$ cat src/rtl/adsr_envelope_pkg.sv
// Shared types and default widths for the ADSR envelope voice stage.
package adsr_envelope_pkg;

    localparam int ENV_BITS_DEFAULT    = 16;
    localparam int RATE_BITS_DEFAULT   = 16;
    localparam int SYNTH_WIDTH_DEFAULT = 16;

    typedef enum logic [2:0] {
        ENV_IDLE    = 3'd0,
        ENV_ATTACK  = 3'd1,
        ENV_DECAY   = 3'd2,
        ENV_SUSTAIN = 3'd3,
        ENV_RELEASE = 3'd4
    } env_state_t;

endpackage

$ cat src/rtl/adsr_envelope_vca.sv
// Two-stage gain pipeline: signed sample times unsigned envelope level, scaled back by ENV_BITS.
module adsr_envelope_vca #(
    parameter int SYNTH_WIDTH = 16,
    parameter int ENV_BITS    = 16
) (
    input  logic                          clk_in,
    input  logic                          rst_in,
    input  logic signed [SYNTH_WIDTH-1:0] sample_in,
    input  logic        [ENV_BITS-1:0]    level_in,
    output logic signed [SYNTH_WIDTH-1:0] val_out
);

    localparam int PROD_BITS = SYNTH_WIDTH + ENV_BITS + 1;

    logic signed [SYNTH_WIDTH-1:0] sample_q;
    logic        [ENV_BITS-1:0]    level_q;
    logic signed [PROD_BITS-1:0]   product_q;
    logic signed [SYNTH_WIDTH-1:0] val_q;

    // The level is at most just under unity gain, so the scaled product always fits SYNTH_WIDTH.
    always_ff @(posedge clk_in) begin
        if (rst_in) begin
            sample_q  <= '0;
            level_q   <= '0;
            product_q <= '0;
            val_q     <= '0;
        end else begin
            sample_q  <= sample_in;
            level_q   <= level_in;
            product_q <= sample_q * $signed({1'b0, level_q});
            val_q     <= SYNTH_WIDTH'(product_q >>> ENV_BITS);
        end
    end

    assign val_out = val_q;

endmodule

$ cat src/rtl/adsr_envelope.sv
// ADSR envelope generator with VCA; define ADSR_EXP_RELEASE_EN for exponential release.
module adsr_envelope
    import adsr_envelope_pkg::*;
#(
    parameter int SYNTH_WIDTH = SYNTH_WIDTH_DEFAULT,
    parameter int ENV_BITS    = ENV_BITS_DEFAULT,
    parameter int RATE_BITS   = RATE_BITS_DEFAULT
) (
    input  logic                          clk_in,
    input  logic                          rst_in,
    input  logic                          gate_in,
    input  logic                          tick_in,
    input  logic        [RATE_BITS-1:0]   attack_rate_in,
    input  logic        [RATE_BITS-1:0]   decay_rate_in,
    input  logic        [ENV_BITS-1:0]    sustain_level_in,
    input  logic        [RATE_BITS-1:0]   release_rate_in,
    input  logic signed [SYNTH_WIDTH-1:0] sample_in,
    output logic signed [SYNTH_WIDTH-1:0] val_out,
    output logic        [ENV_BITS-1:0]    env_out,
    output logic                          active_out,
    output logic        [2:0]             state_out
);

    // Signed headroom wide enough for either operand plus carry/borrow.
    localparam int CALC_BITS = ((ENV_BITS > RATE_BITS) ? ENV_BITS : RATE_BITS) + 2;
    localparam logic signed [CALC_BITS-1:0] ENV_MAX_X = CALC_BITS'((64'd1 << ENV_BITS) - 64'd1);
    localparam logic        [ENV_BITS-1:0]  ENV_MAX   = '1;

    env_state_t            state_q, state_d;
    logic [ENV_BITS-1:0]   level_q, level_d;
    logic                  gate_q;
    logic                  active_q;

    logic                  rise_w, fall_w;
    logic signed [CALC_BITS-1:0] lvl_x, sus_x, rel_step_x;
    logic signed [CALC_BITS-1:0] atk_sum_x, dec_diff_x, rel_diff_x;

    assign rise_w = gate_in & ~gate_q;
    assign fall_w = ~gate_in & gate_q;

    always_comb begin
        lvl_x = CALC_BITS'(level_q);
        sus_x = CALC_BITS'(sustain_level_in);
`ifdef ADSR_EXP_RELEASE_EN
        rel_step_x = CALC_BITS'(level_q >> release_rate_in[3:0]);
        if (rel_step_x == '0) begin
            rel_step_x = CALC_BITS'(1);
        end
`else
        rel_step_x = CALC_BITS'(release_rate_in);
`endif
        atk_sum_x  = lvl_x + CALC_BITS'(attack_rate_in);
        dec_diff_x = lvl_x - CALC_BITS'(decay_rate_in);
        rel_diff_x = lvl_x - rel_step_x;
    end

    // Gate edges take priority over the tick; the level is frozen on an edge cycle.
    always_comb begin
        state_d = state_q;
        level_d = level_q;
        if (rise_w) begin
            state_d = ENV_ATTACK;
        end else if (fall_w && (state_q == ENV_ATTACK || state_q == ENV_DECAY ||
                                state_q == ENV_SUSTAIN)) begin
            state_d = ENV_RELEASE;
        end else begin
            case (state_q)
                ENV_SUSTAIN: level_d = sustain_level_in;
                ENV_ATTACK: begin
                    if (tick_in) begin
                        if (atk_sum_x >= ENV_MAX_X) begin
                            level_d = ENV_MAX;
                            state_d = ENV_DECAY;
                        end else begin
                            level_d = ENV_BITS'(atk_sum_x);
                        end
                    end
                end
                ENV_DECAY: begin
                    if (tick_in) begin
                        if (dec_diff_x <= sus_x) begin
                            level_d = sustain_level_in;
                            state_d = ENV_SUSTAIN;
                        end else begin
                            level_d = ENV_BITS'(dec_diff_x);
                        end
                    end
                end
                ENV_RELEASE: begin
                    if (tick_in) begin
                        if (rel_diff_x <= 0) begin
                            level_d = '0;
                            state_d = ENV_IDLE;
                        end else begin
                            level_d = ENV_BITS'(rel_diff_x);
                        end
                    end
                end
                default: ;
            endcase
        end
    end

    always_ff @(posedge clk_in) begin
        if (rst_in) begin
            state_q  <= ENV_IDLE;
            level_q  <= '0;
            gate_q   <= 1'b0;
            active_q <= 1'b0;
        end else begin
            state_q  <= state_d;
            level_q  <= level_d;
            gate_q   <= gate_in;
            active_q <= (state_d != ENV_IDLE);
        end
    end

    assign env_out    = level_q;
    assign state_out  = state_q;
    assign active_out = active_q;

    adsr_envelope_vca #(
        .SYNTH_WIDTH (SYNTH_WIDTH),
        .ENV_BITS    (ENV_BITS)
    ) u_vca (
        .clk_in    (clk_in),
        .rst_in    (rst_in),
        .sample_in (sample_in),
        .level_in  (level_q),
        .val_out   (val_out)
    );

endmodule

$ cat config.mk
export PLATFORM = sky130hd
export DESIGN_NAME = adsr_envelope
export DESIGN_NICKNAME = d
export VERILOG_FILES = /design/src/rtl/adsr_envelope_pkg.sv /design/src/rtl/adsr_envelope_vca.sv /design/src/rtl/adsr_envelope.sv
export SDC_FILE = /design/constraint.sdc
export NUM_CORES = 1
export LEC_CHECK = 0
export CORE_UTILIZATION = 41
export CTS_CLUSTER_DIAMETER = 100
export DETAILED_ROUTE_END_ITERATION = 6
export DONT_BUFFER_PORTS = 1
export PLACE_DENSITY = 0.64
export SLEW_MARGIN = 0
export SYNTH_ARGS = -nofsm -noshare
export SYNTH_HDL_FRONTEND = slang
export SYNTH_SLANG_ARGS = --single-unit
$ cat constraint.sdc
create_clock -name clk_in -period 20.3 [get_ports clk_in]
set_clock_uncertainty 0.2 [all_clocks]
set_input_delay 4.06 -clock clk_in [delete_from_list [all_inputs] [get_ports clk_in]]
set_output_delay 4.06 -clock clk_in [all_outputs]
set_load 0.05 [all_outputs]
==> results.md, run 1 <==
- Run status: completed
- Sequential area share after synthesis: about 12%
- Final antenna-violating net count: 0
- Height of the chip: approximately 190 µm
- Initial DRT Pass Iterations: 5
- Final total negative setup slack: 0 ns
- Clock network power share: 31.3%
- Max-capacitance violation count: 0
- First-pass GRT wire length: approximately 56000 µm
- Endpoint arrival time on the critical path: 8.34 ns
- Critical Path Start Type: primary input
- Post-layout utilization of the core: 44.1%
- Switching Fraction: between 30% and 40%
- Mux share of post-synthesis cell area: 0%
- Pin count of the biggest net entering global routing: 85
- Minimum clock period: about 8.2 ns
- Most used standard cells in the synthesized netlist: 309 x inv_1, 196 x fa_1, 178 x ha_1, 153 x nand2_1, 121 x and2_1
- Standby leakage power: 7.27 nW
- Final HPWL DP: 27300 µm
- Number of buffers added to fix hold violations after cts: 0
- Row count: 66
- Share of Yosys cell area claimed by the top area cell type: between 20 and 30%
- Number of cells produced by synthesis: 1597
- Endpoint type of the worst setup path: flop
- Starting density of the core: 42.0%
- Setup-violating endpoint count in the final report: 0
- Cell variety after synth: 65
- Cell taking the most area after synthesis: fa_1
- Critical R2R Capture: u_vca.product_q[30]
- Register-to-register setup slack: ~13 ns
- Setup repair after global routing missed its margin: no
- Number of CTS-inserted buffers: 9
- Vias in the first global route: 11000
- Yosys warning count: 0
- Max IR drop VDD: 41.3 µV
- Max layer used: met4
- Residual DRC count: 0
- Routed length on met3: roughly 2100 µm
- Ant. Diodes: 0
- CP endpoint: env_out[4]
- Layout Cells excl Fill: 2009
- Top flip-flop cell by instance count after synthesis: dfxtp_1
- Data required time at the worst endpoint: roughly 20 ns
- Share of layout cells above drive strength 1: about 2.1%
- Final count of pins violating max slew: 0
- Period Utilization, post-route: 40.6%
- Iteration-0 DRC count of the detailed router: between 500 and 600
- Buffers on Ports: 0
- Worst hold path class: flop to flop
- Maximum clock insertion buffer count: 2
- # nets final: 2020
- Switch Pwr: between 0.0002 and 0.00025 W
- Hold Violations, Final: 0
- Routed wirelength normalized by instance count: 16.8 µm
- Sequential group share of total power: 39.2%
- Power share of the combinational group: a little under 30%
- Path type of the worst setup path: primary input to flop
- Compound-cell area share of the yosys netlist: between 10% and 20%
- Total via count in the routed design: approximately 10000
- Startpoint of the lowest-slack hold path: u_vca.product_q[26]
- Pwr Density: approximately 37 mW/mm²
- Met2 wire length: approximately 16000 µm
- Xor-xnor portion of the synthesized cell area: 3.56%
- Area of the die: 0.0343 mm²
- Post-synth design cell area: approximately 0.014 mm²
- Number of gates resized after CTS: 0
- I/O pin total: between 100 and 150
- CTS root buffer: clkbuf_16
- Total track usage: a little over a fifth
- Synthesized Nets: 2055
- Simple-gate area share of the yosys netlist: roughly 18%
- Clock slew seen by the registers of the worst setup and hold paths: approximately 0.070 ns
- Post-CTS setup buffer count: 0
- Clk sinks: 85
- Total wire length: between 30000 and 40000 µm
- Worst r2r src: u_vca.sample_q[7]
- Path depth of the worst reg2reg path: 23
- Worst setup startpoint: decay_rate_in[0]
- Post-synth ARST share: 0%
- Leading post-synthesis cells by cell area: fa_1 29%, ha_1 16%, dfxtp_1 12%, inv_1 8.4%, and2_1 5.5%
- Register bit count reported by yosys: 85
- Final weighted congestion in routability-driven placement: 0.895
- Overflow after GRT: 0
- Most frequent cell after synthesis: inv_1
- Post-synthesis share of cell area spent on full adders, half adders and majority gates: between 40% and 50%
- Internal power consumption: around 0.00033 W
- Cell Count Post-Placement: approximately 2000
- Count of flip-flops with a built-in enable after synthesis: 0
- Dominant combinational cell family by area after synthesis: adder cells
- CTS tree: built
- Depth of the CTS H-tree: 3
- Core ar.: 0.0328 mm²
- Synthesized area per cell: between 8 and 9 µm²
- Via/cell ratio: 5.17
- WL met1: around 15000 µm
- Layout overhead on the synthesized area: 5.00%
- Final Instance Area: approximately 0.014 mm²
- Maximum operating frequency: 121 MHz
- Relative max-transition margin: 32.1%
- Post-Place Cell Area: about 0.014 mm²
- Least-Margin Pin Slew: 1.01 ns
- Number of antenna violations at the first check in global routing: 0
- Critical path peak fanout: 11
- Clock latency reported for the late side of the worst-skew pair: around 0.37 ns
- Horiz. Die Dim: 185 µm
## layout by cell type, fill, tap and decap left out, types with 8 or more instances in the layout
master,n
nor3_1,11
and2_1,121
ha_1,178
o21ai_0,17
a21oi_1,58
clkbuf_16,9
dfxtp_1,85
inv_1,309
nand2_1,153
xor2_1,20
xnor2_1,36
o21ai_1,17
nand3_1,23
o21a_1,12
nand2b_1,13
nor2_1,71
a21o_1,28
a31oi_1,11
a211oi_1,13
fa_1,196
and3_1,8
nor2b_1,59
o21bai_1,10
## metal layers
layer  vias to the layer above  track usage (%)
met4                         0             7.31
met3                        44             3.60
met1                      5080             27.1
li1                       4999                -
met5                         -                0
met2                       273             35.2
## cell type report
type,instances,area [µm²]
Multi-Input combinational cell,1148,10700
Fill cell,3235,18300
Sequential cell,85,1700
Tap cell,442,553
Clock inverter,6,45.0
Clock buffer,10,239
Inverter,311,1170
Timing Repair Buffer,7,52.6
## metrics by stage
| step | hold slack [ns] | total power (W) | setup WS (ns) |
|---|---|---|---|
| final | 0.235 | 0.000533 | 12.05 |
| after global routing | 0.247 | 0.000566 | 11.60 |
| after CTS | 0.238 | 0.000538 | 12.09 |
| after detailed placement | 0.222 | 0.000369 | 11.73 |
| after global placement | 0.223 | 0.000367 | 11.74 |
| after floorplan | 0.214 | 0.000327 | 12.20 |
## power by group through the flow
stage / registers [W] / logic, W / clock network (W)
floorplan: 0.000199 / 0.000128 / 0
global placement: 0.000212 / 0.000154 / 0
detailed placement: 0.000212 / 0.000157 / 0
CTS: 0.000209 / 0.000158 / 0.000171
global route: 0.000211 / 0.000180 / 0.000175
finish: 0.000209 / 0.000157 / 0.000167
## sequential cells by signal (all words and copies together), names as in the netlist
| name | cells |
|---|---|
| u_vca.val_out | 16 |
| active_out | 1 |
| state_out | 3 |
| u_vca.level_q | 16 |
| gate_q | 1 |
| u_vca.product_q | 16 |
| u_vca.sample_q | 16 |
| env_out | 16 |
## worst min-delay path by stage
| stage | to | cells past startpoint |
|---|---|---|
| floorplan | u_vca.val_out[0] | 1 |
| global placement | u_vca.val_out[10] | 1 |
| detailed placement | u_vca.val_out[10] | 1 |
| CTS | u_vca.val_out[10] | 1 |
| global route | u_vca.val_out[10] | 1 |
| finish | u_vca.val_out[10] | 1 |
## kinds of logic (layout without fill, tap and decap cells)
group | count (synthesis) | in the layout
AND/OR/NAND/NOR | 495 | 495
adder cells (fa/ha/maj) | 374 | 374
buffers and inverters | 364 | 334
AO/OA/AOI/OAI | 223 | 223
flip-flops | 85 | 85
XOR/XNOR | 56 | 56
## critical path, cell delays in order
cell,delay [ns]
ha_1,0.16
inv_1,0.06
fa_1,0.42
a211o_1,0.30
nand2_1,0.12
a211oi_1,0.13
nor2_1,0.18
o21bai_1,0.08
a21oi_1,0.19
xnor2_1,0.17
ha_1,0.28
a21oi_1,0.14
o21ai_0,0.15
a21oi_1,0.15
nand3_1,0.09
a2111oi_0,0.51
or4b_1,0.31
and2_1,0.43
a32o_1,0.19
a221oi_1,0.05
nor3_1,0.17
Note: power is estimated with default switching activity, not from simulation.
==> run 2, diff against run 1 <==
==> constraint.sdc (replaced) <==
create_clock -name clk_in -period 8.2 [get_ports clk_in]
set_clock_uncertainty 0.2 [all_clocks]
set_input_delay 1.64 -clock clk_in [delete_from_list [all_inputs] [get_ports clk_in]]
set_output_delay 1.64 -clock clk_in [all_outputs]
set_load 0.05 [all_outputs]
==> run 2 against run 1 <==
  * Die area did not move
  * Sequential share of layout area fell by 0.073 points
  * Setup slack got worse by 11 ns
  * Clock power rose to 2.8 times the previous value
  * Wire length fell by 2.5%
  * Cell area rose by 0.62%
  * Total power rose to 2.6 times the previous value
  * Cell count rose by 0.25%
  * Non-clock buffer count rose by 6
  * Core utilization rose by 0.27 points
  * Register-to-register slack got worse by 12 ns
  * Critical path type is now flop to flop
  * Largest cell class unchanged
  * Largest power group unchanged
==> results.md, run 2 (synthesis results as in run 1) <==
- Critical Path Start Type: flop (was primary input)
- Period Utilization, post-route: 87.5%
- Total via count in the routed design: 10300 (was 10400)
- Max layer used: met4 (unchanged)
- Clk sinks: 85 (unchanged)
- CTS tree: built (unchanged)
- Critical path peak fanout: 16 (was 11)
- Endpoint type of the worst setup path: flop (unchanged)
- Max IR drop VDD: 106 µV (was 41.3 µV)
- Commonest non-fill, non-tap cells in the layout: 309 x inv_1, 196 x fa_1, 178 x ha_1 (unchanged)
- Endpoint arrival time on the critical path: 7.20 ns (was 8.34 ns)
- Vias in the first global route: 11000 (about the same)
- # nets final: 2026 (was 2020)
- Setup repair after global routing missed its margin: no (unchanged)
- Buffers on Ports: 0 (unchanged)
- WL met1: 14400 µm (was 15000 µm)
- Maximum operating frequency: 139 MHz
- Met2 wire length: 16000 µm (was 15800 µm)
- Switch Pwr: 0.000472 W (was 0.000202 W)
- Least-Margin Pin Slew: 0.929 ns (was 1.01 ns)
- Horiz. Die Dim: 185 µm (unchanged)
- Height of the chip: 185 µm (unchanged)
- Total wire length: 32900 µm (was 33800 µm)
- Final total negative setup slack: 0 ns (unchanged)
- Power share of the combinational group: 28.8% (was 29.5%)
- Number of antenna violations at the first check in global routing: 0 (unchanged)
- Path depth of the worst reg2reg path: 23 (unchanged)
- First-pass GRT wire length: 55200 µm (was 56200 µm)
- Depth of the CTS H-tree: 3 (unchanged)
- Relative max-transition margin: 37.9% (was 32.1%)
- Row count: 66 (unchanged)
- Pin count of the biggest net entering global routing: 85 (unchanged)
- Overflow after GRT: 0 (unchanged)
- Clock latency reported for the late side of the worst-skew pair: 0.37 ns (about the same)
- Setup-violating endpoint count in the final report: 0 (unchanged)
- Hold slack final: 0.234 ns (was 0.235 ns)
- Number of buffers added to fix hold violations after cts: 0 (unchanged)
- Maximum clock insertion buffer count: 2 (unchanged)
- Area of the die: 0.0343 mm² (unchanged)
- Initial DRT Pass Iterations: 5 (unchanged)
- Internal power consumption: 0.000900 W (was 0.000331 W)
- Clock slew seen by the registers of the worst setup and hold paths: 0.06 ns (was 0.07 ns)
- Sequential group share of total power: 36.8% (was 39.2%)
- Core ar.: 0.0328 mm² (unchanged)
- Final HPWL DP: 27600 µm (was 27300 µm)
- Post-layout total power: 0.00137 W (was 0.000533 W)
- Path type of the worst setup path: flop to flop (was primary input to flop)
- Number of gates resized after CTS: 0 (unchanged)
- Final weighted congestion in routability-driven placement: 0.923 (was 0.895)
- Post-CTS setup buffer count: 0 (unchanged)
- Residual DRC count: 0 (unchanged)
- Starting density of the core: 42.0% (unchanged)
- Number of CTS-inserted buffers: 9 (unchanged)
- Clock network power share: 34.4% (was 31.3%)
- Run status: completed (unchanged)
- I/O pin total: 120 (unchanged)
- Pwr Density: 94.4 mW/mm² (was 36.9 mW/mm²)
- Data required time at the worst endpoint: 8.23 ns (was 20.39 ns)
- Max-capacitance violation count: 0 (unchanged)
- Standby leakage power: 7.32 nW (was 7.27 nW)
- Share of layout cells above drive strength 1: 2.35% (was 2.11%)
- Worst hold path class: flop to flop (unchanged)
- Most common cell after layout, fill and taps aside: inv_1 (unchanged)
- Routed wirelength normalized by instance count: 16.3 µm (was 16.8 µm)
- Final count of pins violating max slew: 0 (unchanged)
- Via/cell ratio: 5.11 (was 5.17)
- Ant. Diodes: 0 (unchanged)
- Number of cells on the worst hold path: 1 (unchanged)
- Layout overhead on the synthesized area: 5.66% (was 5.00%)
- Final antenna-violating net count: 0 (unchanged)
- Iteration-0 DRC count of the detailed router: 493 (was 588)
- Minimum clock period: about 7.2 ns
- Number of fillers in the final layout: 3254 (was 3235)
- Routed length on met3: 1800 µm (was 2080 µm)
- Total track usage: 20.6% (was 21.0%)
- CTS root buffer: clkbuf_16 (unchanged)
- Switching Fraction: 34.4% (was 38.0%)
- Hold Violations, Final: 0 (unchanged)
## run 2: cell count changes in the layout (fill, tap and decap cells not counted)
cell / before / now
clkinv_4: 2 / 0
clkbuf_8: 1 / 0
clkbuf_1: 0 / 1
buf_4: 7 / 13
bufinv_16: 0 / 3
inv_6: 2 / 0
## run 2: through the flow
| step | worst slack (ns) | instance area (µm²) | instances | utilization (%) |
|---|---|---|---|---|
| floorplan | 1.82 | 13800 | 1597 | - |
| global placement | 1.19 | 14200 | 1999 | 43.3 |
| detailed placement | 1.04 | 14200 | 1999 | 43.3 |
| CTS | 1.03 | 14500 | 2014 | 44.4 |
| global route | 0.578 | 14500 | 2014 | 44.4 |
| finish | 1.03 | 14500 | 2014 | 44.4 |
## run 2: final timing paths
check	start	endpoint	slack, ns
worst min-delay path	u_vca.product_q[18]	u_vca.val_out[2]	0.23
worst min register to register	u_vca.product_q[18]	u_vca.val_out[2]	0.23
worst max register to register	u_vca.level_q[13]	u_vca.product_q[30]	1.03
worst max-delay path	u_vca.level_q[13]	u_vca.product_q[30]	1.03
## run 2: worst max-delay path, stage by stage, from the launching register on
cell and delay [ns]:
dfxtp_1 0.65, nand2_1 0.15, fa_1 0.55, inv_1 0.05, fa_1 0.52, inv_1 0.06, fa_1 0.51, inv_1 0.06
fa_1 0.49, fa_1 0.49, inv_1 0.05, fa_1 0.48, inv_1 0.04, ha_1 0.31, a211oi_1 0.26, o21ai_1 0.11
o21ai_1 0.13, nand4_1 0.14, a31oi_1 0.53, o21ai_1 0.28, a221o_1 0.42, a21o_1 0.23, a211oi_1 0.23, a2111oi_0 0.10
## run 2: power by group through the flow
stage	sequential (W)	combinational (W)	clock, W
2_1_floorplan	0.000492	0.000318	0
3_3_place_gp	0.000512	0.000387	0
3_5_place_dp	0.000514	0.000396	0
4_1_cts	0.000504	0.000399	0.000491
5_1_grt	0.000510	0.000451	0.000502
6_report	0.000505	0.000396	0.000472
## run 2: area by class of cell
type / instances / area [µm²] / area share, %
Timing Repair Buffer: 13 / 97.6 / 0.671
Tap cell: 442 / 553 / 3.80
Multi-Input combinational cell: 1148 / 10700 / 73.5
Inverter: 311 / 1170 / 8.03
Clock inverter: 5 / 100 / 0.688
Sequential cell: 85 / 1700 / 11.7
Clock buffer: 10 / 229 / 1.57
## run 2: layer usage
layer	vias to the layer above	track usage [%]
li1	5017	-
met1	5014	25.1
met2	215	36.2
met3	42	4.40
met4	0	6.31
met5	-	0
==> run 3, diff against run 2 <==
--- a/config.mk
+++ b/config.mk
@@ -9,6 +9,7 @@
 export CTS_CLUSTER_DIAMETER = 100
 export DETAILED_ROUTE_END_ITERATION = 6
 export DONT_BUFFER_PORTS = 1
+export MAX_ROUTING_LAYER = met4
 export PLACE_DENSITY = 0.64
 export SLEW_MARGIN = 0
 export SYNTH_ARGS = -nofsm -noshare
==> run 3 against run 2 <==
  * Cell count unchanged
  * Maximum frequency shrank 0.29%
  * Combinational power hardly changed
  * Count of clock-buffer cells in the layout stayed put
  * Total power is 3.0% lower
  * Non-clock buffer count is 2 lower
  * Sequential cell count unchanged
  * Highest routed layer unchanged
==> results.md, run 3 (synthesis results as in run 1) <==
- Run status: completed (unchanged)
- Final count of pins violating max slew: 0 (unchanged)
- Minimum clock period: 7.20 ns (was 7.17 ns)
- Total track usage: 21.8% (was 20.6%)
- Setup repair after global routing missed its margin: no (unchanged)
- Critical path buffers and inverters: 5 (unchanged)
- Pre-CTS WS: 1.00 ns (was 1.04 ns)
- Hold Violations, Final: 0 (unchanged)
- Clock latency reported for the late side of the worst-skew pair: 0.37 ns (about the same)
- Crit path max-delay family: adder cells (unchanged)
- Period Utilization, post-route: 87.8% (was 87.5%)
- Pwr Density: 91.7 mW/mm² (was 94.4 mW/mm²)
- Slowest cell on the critical path: dfxtp_1 (unchanged)
- Final weighted congestion in routability-driven placement: 0.905 (was 0.923)
- Post-CTS setup buffer count: 0 (unchanged)
- Met2 wire length: 16200 µm (was 16000 µm)
- Overflow after GRT: 0 (unchanged)
- Worst path cell trace: nand2_1 > fa_1 > inv_1 > fa_1 > inv_1 > fa_1 > inv_1 > fa_1 > fa_1 > inv_1 > fa_1 > inv_1 > ha_1 > a211oi_1 > o21ai_1 > o21ai_1 > nand4_1 > a31oi_1 > o21ai_1 > a221o_1 > a21o_1 > a211oi_1 > a2111oi_0 (unchanged)
- Via/cell ratio: 5.18 (was 5.11)
- I/O pin total: 120 (unchanged)
- Commonest non-fill, non-tap cells in the layout: 309 x inv_1, 196 x fa_1, 178 x ha_1 (unchanged)
- Number of antenna violations at the first check in global routing: 1 (was 0)
- Critical Path Start Type: flop (unchanged)
- CTS root buffer: clkbuf_16 (unchanged)
- Hold slack final: 0.230 ns (was 0.234 ns)
- Most common cell after layout, fill and taps aside: inv_1 (unchanged)
- Clock slew seen by the registers of the worst setup and hold paths: 0.07 ns (was 0.06 ns)
- Routed length on met3: 1910 µm (was 1800 µm)
- Total via count in the routed design: 10400 (was 10300)
- # nets final: 2024 (was 2026)
- Starting density of the core: 42.0% (unchanged)
- Max-capacitance violation count: 0 (unchanged)
- Endpoint arrival time on the critical path: 7.23 ns (was 7.20 ns)
- CTS tree: built (unchanged)
- Max layer used: met4 (unchanged)
- Initial DRT Pass Iterations: 5 (unchanged)
- Endpoint type of the worst setup path: flop (unchanged)
- Iteration-0 DRC count of the detailed router: 440 (was 493)
- First-pass GRT wire length: 55900 µm (was 55200 µm)
- Number of CTS-inserted buffers: 9 (unchanged)
- Clk sinks: 85 (unchanged)
- Total wire length: 33600 µm (was 32900 µm)
- Share of layout cells above drive strength 1: 2.29% (was 2.35%)
- Buffers on Ports: 0 (unchanged)
- Maximum operating frequency: 139 MHz (about the same)
- Residual DRC count: 0 (unchanged)
- Setup-violating endpoint count in the final report: 0 (unchanged)
- Data required time at the worst endpoint: 8.24 ns (was 8.23 ns)
- Path type of the worst setup path: flop to flop (unchanged)
- Standby leakage power: 7.28 nW (was 7.32 nW)
- Horiz. Die Dim: 185 µm (unchanged)
- Area of the die: 0.0343 mm² (unchanged)
- Number of gates resized after CTS: 0 (unchanged)
- WL met1: 14500 µm (was 14400 µm)
- Maximum clock insertion buffer count: 2 (unchanged)
- Final HPWL DP: 28100 µm (was 27600 µm)
- Depth of the CTS H-tree: 3 (unchanged)
- Number of buffers added to fix hold violations after cts: 0 (unchanged)
- Core ar.: 0.0328 mm² (unchanged)
- Relative max-transition margin: 37.8% (was 37.9%)
- Final antenna-violating net count: 0 (unchanged)
- Layout Cells excl Fill: 2014 (unchanged)
- Least-Margin Pin Slew: 0.926 ns (was 0.929 ns)
- Row count: 66 (unchanged)
- Least setup slack across all paths after layout: 1.00 ns (was 1.03 ns)
- Layout overhead on the synthesized area: 5.37% (was 5.66%)
- Biggest cell delay along the critical path: 0.68 ns (was 0.65 ns)
- Max IR drop VDD: 106 µV (about the same)
- Pin count of the biggest net entering global routing: 85 (unchanged)
- Critical path peak fanout: 16 (unchanged)
- Routed wirelength normalized by instance count: 16.7 µm (was 16.3 µm)
- Height of the chip: 185 µm (unchanged)
- CP dominant cell by count: fa_1 (unchanged)
- Final total negative setup slack: 0 ns (unchanged)
- Cell Count Post-Placement: 1997 (was 1999)
- Worst hold path class: flop to flop (unchanged)
- Vias in the first global route: 11000 (about the same)
==> run 3: cell count changes in the layout (fill, tap and decap cells not counted) <==
cell	change
clkinvlp_4	+3
clkinv_2	-2
clkbuf_1	-1
clkinv_4	+1
clkbuf_8	+1
bufinv_16	-2
buf_4	-2
diode_2	+2
==> run 3: worst paths after layout <==
check                                          from                   to  slack, ns  cells past startpoint
worst max-delay path              u_vca.level_q[13]  u_vca.product_q[30]       1.00                     23
worst min-delay path            u_vca.product_q[25]     u_vca.val_out[9]       0.23                      1
worst max register to register    u_vca.level_q[13]  u_vca.product_q[30]       1.00                     23
worst min register to register  u_vca.product_q[25]     u_vca.val_out[9]       0.23                      1
==> run 3: stage by stage <==
stage               instance area (µm²)  power [W]  utilization, %
global placement                  14200   0.000899            43.3
detailed placement                14200   0.000908            43.3
finish                            14500    0.00133            44.2
CTS                               14500    0.00135            44.2
floorplan                         13800   0.000810               -
global route                      14500    0.00142            44.2
==> run 3: layer usage <==
layer / track usage [%] / vias up
met2: 36.4 / 254
met4: 8.17 / 0
met3: 3.64 / 47
li1: - / 5010
met5: - / -
met1: 26.2 / 5129
==> run 3: power by group <==
group	switching (W)	total [W]	internal, W
Sequential	0.0000702	0.000507	0.000436
Clock	0.000187	0.000429	0.000243
Combinational	0.000226	0.000394	0.000168
==> run 3: worst reg2reg max path: cells and delay by family (launching register included) <==
kind            cells  cell delay (ns)
compound gates      9             2.28
fa+ha+maj           7             3.33
flops               1             0.68
simple gates        2             0.32
buf+inv             5             0.25
==> run 3: layout make-up <==
class | count | area, µm²
clock inverter | 5 | 61.3
antenna | 2 | 5.00
inverter | 311 | 1170
clock buffer | 10 | 239
timing repair buffer | 11 | 82.6
tap | 442 | 553
multi-input combinational | 1148 | 10700
sequential | 85 | 1700
fill | 3200 | 18300
